[src/rtl/rom_port_arbiter.sv]
`default_nettype none
// ============================================================================
//  Module      : rom_port_arbiter
//  Description : Shares one byte-wide ROM read channel between the MCU
//                program fetch (port 0) and the LCD segment renderer
//                (port 1). Each port may hold one outstanding read; ports
//                are served round-robin with a ready/read handshake.
//  Revision    : 1.0 - initial release
// ============================================================================
module rom_port_arbiter #(
    parameter int            AW      = 25,
    parameter logic [AW-1:0] P1_BASE = '0
) (
    input  logic          clk_sys,
    input  logic          reset_n,

    input  logic [AW-1:0] p0_addr,
    input  logic          p0_rd,
    output logic          p0_ready,
    output logic [7:0]    p0_data,

    input  logic [AW-1:0] p1_addr,
    input  logic          p1_rd,
    output logic          p1_ready,
    output logic [7:0]    p1_data,

    output logic [AW-1:0] mem_addr,
    output logic          mem_req,
    input  logic          mem_ack,
    input  logic [7:0]    mem_data,

    output logic          grant,
    output logic          busy
);

    typedef enum logic [0:0] {
        ST_IDLE = 1'b0,
        ST_WAIT = 1'b1
    } state_t;

    state_t        r_state;
    state_t        w_state_nxt;
    logic [1:0]    r_pend;
    logic [AW-1:0] r_addr_q0;
    logic [AW-1:0] r_addr_q1;
    logic          r_last;

    logic [1:0]    w_accept;
    logic          w_sel;
    logic          w_start;
    logic          w_done;

    // A port is ready exactly when it has nothing pending; a strobe only
    // counts while ready, so strobes during service are simply dropped.
    assign p0_ready    = ~r_pend[0];
    assign p1_ready    = ~r_pend[1];
    assign w_accept[0] = p0_rd & ~r_pend[0];
    assign w_accept[1] = p1_rd & ~r_pend[1];
    assign busy        = (r_state == ST_WAIT);

    // Next-state and port selection; on a tie the port not served last wins.
    always_comb begin
        w_state_nxt = r_state;
        w_sel       = 1'b0;
        w_start     = 1'b0;
        w_done      = 1'b0;
        case (r_state)
            ST_IDLE: begin
                if (r_pend != 2'b00) begin
                    w_start     = 1'b1;
                    w_state_nxt = ST_WAIT;
                    if (r_pend == 2'b11) begin
                        w_sel = ~r_last;
                    end else begin
                        w_sel = r_pend[1];
                    end
                end
            end
            ST_WAIT: begin
                if (mem_ack) begin
                    w_done      = 1'b1;
                    w_state_nxt = ST_IDLE;
                end
            end
            default: begin
                w_state_nxt = ST_IDLE;
            end
        endcase
    end

    // FSM state register.
    always_ff @(posedge clk_sys or negedge reset_n) begin
        if (!reset_n) begin
            r_state <= ST_IDLE;
        end else begin
            r_state <= w_state_nxt;
        end
    end

    // Per-port request latch: set on an accepted strobe, cleared by the ack
    // that completes that port's service.
    always_ff @(posedge clk_sys or negedge reset_n) begin
        if (!reset_n) begin
            r_pend    <= 2'b00;
            r_addr_q0 <= '0;
            r_addr_q1 <= '0;
        end else begin
            if (w_done && (grant == 1'b0)) begin
                r_pend[0] <= 1'b0;
            end else if (w_accept[0]) begin
                r_pend[0] <= 1'b1;
                r_addr_q0 <= p0_addr;
            end
            if (w_done && (grant == 1'b1)) begin
                r_pend[1] <= 1'b0;
            end else if (w_accept[1]) begin
                r_pend[1] <= 1'b1;
                r_addr_q1 <= p1_addr;
            end
        end
    end

    // ROM channel: launch the selected request, hold it until acknowledged.
    // Port 1 addresses are relocated by P1_BASE and wrap at AW bits.
    always_ff @(posedge clk_sys or negedge reset_n) begin
        if (!reset_n) begin
            mem_addr <= '0;
            mem_req  <= 1'b0;
            grant    <= 1'b0;
            r_last   <= 1'b1;
        end else if (w_start) begin
            mem_addr <= w_sel ? (r_addr_q1 + P1_BASE) : r_addr_q0;
            mem_req  <= 1'b1;
            grant    <= w_sel;
        end else if (w_done) begin
            mem_req  <= 1'b0;
            r_last   <= grant;
        end
    end

    // Return data to the served port; each port keeps its last byte.
    always_ff @(posedge clk_sys or negedge reset_n) begin
        if (!reset_n) begin
            p0_data <= 8'h00;
            p1_data <= 8'h00;
        end else if (w_done) begin
            if (grant) begin
                p1_data <= mem_data;
            end else begin
                p0_data <= mem_data;
            end
        end
    end

endmodule
`default_nettype wire
[config.mk]
export PLATFORM = sky130hd
export DESIGN_NAME = rom_port_arbiter
export DESIGN_NICKNAME = d
export VERILOG_FILES = /design/src/rtl/rom_port_arbiter.sv
export SDC_FILE = /design/constraint.sdc
export NUM_CORES = 1
export LEC_CHECK = 0
export ABC_AREA = 1
export CORE_UTILIZATION = 53
export CTS_CLUSTER_SIZE = 14
export DETAILED_ROUTE_END_ITERATION = 6
export PLACE_DENSITY = 0.93
export SLEW_MARGIN = 20
export SYNTH_ARGS = -nofsm -noshare
export SYNTH_HDL_FRONTEND = slang
export SYNTH_SLANG_ARGS = --single-unit
[constraint.sdc]
create_clock -name clk_sys -period 2.21 [get_ports clk_sys]
set_input_delay 0.5525 -clock clk_sys [delete_from_list [all_inputs] [get_ports clk_sys]]
set_output_delay 0.5525 -clock clk_sys [all_outputs]
set_load 0.03 [all_outputs]
==> flow_metrics.env <==
export IMPL_status="complete, no violations"
export IMPL_dr_pass1_iters=5
export IMPL_timing_hold_ws_ns=0.137
export IMPL_rr_startpoint="r_pend[1]"
export IMPL_synthCells=519
export IMPL_die_height_um=92.8
export IMPL_fillers=581
export IMPL_ir_drop_v=0.000827
export IMPL_antennaDiodeCount=0
export IMPL_initial_core_util=0.557
export IMPL_fin_crit_ns=2.11
export IMPL_fin_worst_skew_ns=0.00978
export IMPL_r2r_end="mem_addr[10]"
export IMPL_fin_setup_tns_ns=0
export IMPL_cts_buffers=9
export IMPL_num_rows=32
export IMPL_wire_per_inst_um=15.1
export IMPL_synth_cell_types=17
export IMPL_hpwlAfterDp_mm=7.50
export IMPL_r2r_slack_ns=0.51
export IMPL_antenna_found_initial=0
export IMPL_cp_startpoint="busy"
export IMPL_cp_top_family="buffers and inverters"
export IMPL_ff2ff_path_depth=5
export IMPL_place_inst=713
export IMPL_rsz0062_at_grt="no"
export IMPL_cts_reportedPaths_clkPinSlew_ns=0.09
export IMPL_groute_layer_met2_usage=0.467
export IMPL_syn2layout_area_growth_pct=30.7
export IMPL_io_buffers=108
export IMPL_power_leakage_nw=2.97
export IMPL_die_width_um=92.8
export IMPL_cap_violations=0
export IMPL_grt_max_degree=38
export IMPL_cts_sinks=97
export IMPL_worstPathArrival_ns=1.55
export IMPL_netlist_area_um2=4370
export IMPL_insertion_delay_ns=0.37
export IMPL_multi_input_area_um2=1510
export IMPL_required_ns=1.66
export IMPL_htreeDepth=3
export IMPL_slew_violations=0
export IMPL_hp_class="input pin to asynchronous set/reset pin"
export IMPL_grtUsageTotal=0.281
export IMPL_path_buf_inv=1
export IMPL_hold_viol_final=0
export IMPL_finalWirelength_mm=11.0
export IMPL_coreArea_um2=7850
export IMPL_cts_setup_buffers=0
export IMPL_grt_overflow_total=0
export IMPL_end_kind="output pin"
export IMPL_postRouteAntennaNets=0
export IMPL_setup_viol=0
export IMPL_ys_warnings_count=0
export IMPL_crit_type="register to output pin"
export IMPL_grt_util_met1=0.355
export IMPL_mostFrequentLayoutCell="nand2_1"
export IMPL_viasPerCell=5.25
export IMPL_startpoint_type="register"
export IMPL_syn_avg_cell_area_um2=8.43
export IMPL_initialDrtViolationCount=259
export IMPL_clock_fmax_mhz=475
export IMPL_grt_busiest_layer="met2"
export IMPL_tightest_slew_ns=0.606
export IMPL_path_depth=1
export IMPL_clk_path_buf_depth=2
export IMPL_drive_gt1_frac=0.0845
export IMPL_syn_nets=582
export IMPL_slew_headroom=0.595
export IMPL_met3_usage=0.0632
export IMPL_grt_pass1_vias=3964
export IMPL_ys_ff_latch=97
export IMPL_fin_cells=729
export IMPL_cts_tree="yes"
export IMPL_die_area_um2=8620
export IMPL_timing_final_crit_share=0.953
export IMPL_gp_congestion=0.855
export IMPL_ys_seq_area_frac=0.555
export IMPL_vias=3826
export IMPL_worstPathMaxFanout=4
export IMPL_crit_chain="clkdlybuf4s50_1"
export IMPL_critical_path_slowest_cell="clkdlybuf4s50_1"
export IMPL_crit_end="busy"
export IMPL_layout_common_cells="198 x nand2_1, 106 x clkdlybuf4s50_1, 96 x dfrtp_1, 90 x nand3_1, 63 x inv_1"
export IMPL_grt_pass1_wl_mm=18.6
export IMPL_slowest_delay_ns=0.71
export IMPL_ff_latch_area_um2=2430
export IMPL_power_density_nw_per_um2=1520
export IMPL_fin_nets=685
export IMPL_cts_root_buf="clkbuf_8"
export IMPL_drc=0
export IMPL_ios=109
per-layer routing:
layer,up-vias,share of wire
met4,0,0.024
met3,26,0.079
met1,1819,0.40
met2,170,0.50
met5,-,0
li1,1811,-
metrics by stage:
| step | utilization | setup slack, ns | instance area, um2 | power, mW |
|---|---|---|---|---|
| global placement | 0.704 | 0.276 | 5520 | 7.33 |
| CTS | 0.728 | 0.102 | 5720 | 8.72 |
| global route | 0.728 | 0.0688 | 5720 | 9.33 |
| floorplan | - | 0.864 | 4370 | 6.03 |
| finish | 0.728 | 0.103 | 5720 | 8.70 |
| detailed placement | 0.704 | 0.218 | 5520 | 7.54 |
cells by family after synthesis:
logic type	Yosys count	synth area share
DFF	97	0.555
buffers and inverters	95	0.100
and+or+nand+nor	307	0.319
AOI/OAI and AO/OA	20	0.0255
flip-flops by register name (all words and copies together) (netlist names):
register   count
p0_data        8
mem_addr      25
r_addr_q0     25
r_pend         2
r_last         1
r_addr_q1     25
p1_data        8
busy           1
mem_req        1
grant          1
worst register-to-register path: stages (launching register included):
cell and delay [ns]:
dfrtp_1 0.57, inv_2 0.12, nor2_4 0.49, nand3_1 0.24, nand3_2 0.12, nand2_1 0.06
Yosys cell counts:
library cell  instances  area, um2
buf_6                 7       78.8
inv_1                63        236
nand3_2              10        100
o21ai_0               3       15.0
inv_2                 4       15.0
nand3_1              90        450
dfstp_2               1       26.3
nor2_4                3       33.8
nand3_4               1       17.5
buf_2                20        100
nand2_2               1       6.26
o21ai_1              16       80.1
nand2_4               4       45.0
nand2_1             198        743
o21ai_4               1       16.3
buf_4                 1       7.51
dfrtp_1              96       2400
how the worst min path moves through the flow:
stage                               to  slack, ns  cells past startpoint
after floorplan                   busy       0.26                      0
after global placement    r_addr_q0[8]       0.45                      2
after detailed placement  r_addr_q0[4]       0.46                      2
after CTS                    r_pend[1]       0.15                      1
after global routing         r_pend[1]       0.16                      1
final                     r_addr_q1[5]       0.14                      1
power by group:
part           internal, mW  switching [mW]
sequential             2.63           0.517
combinational          1.62            2.78
clock                 0.527           0.624
cell type report:
class	instances	area share
Inverter	67	0.0440
Clock buffer	10	0.0223
Timing Repair Buffer	120	0.211
Clock inverter	6	0.0118
Tap cell	102	0.0223
Sequential cell	97	0.425
Multi-Input combinational cell	327	0.264
timing repair:
item,4_1_cts,5_1_grt
gates resized for setup,1,0
setup endpoints to repair,1,0
hold buffers,0,0
No activity file was read; power rests on OpenSTA's default activity.
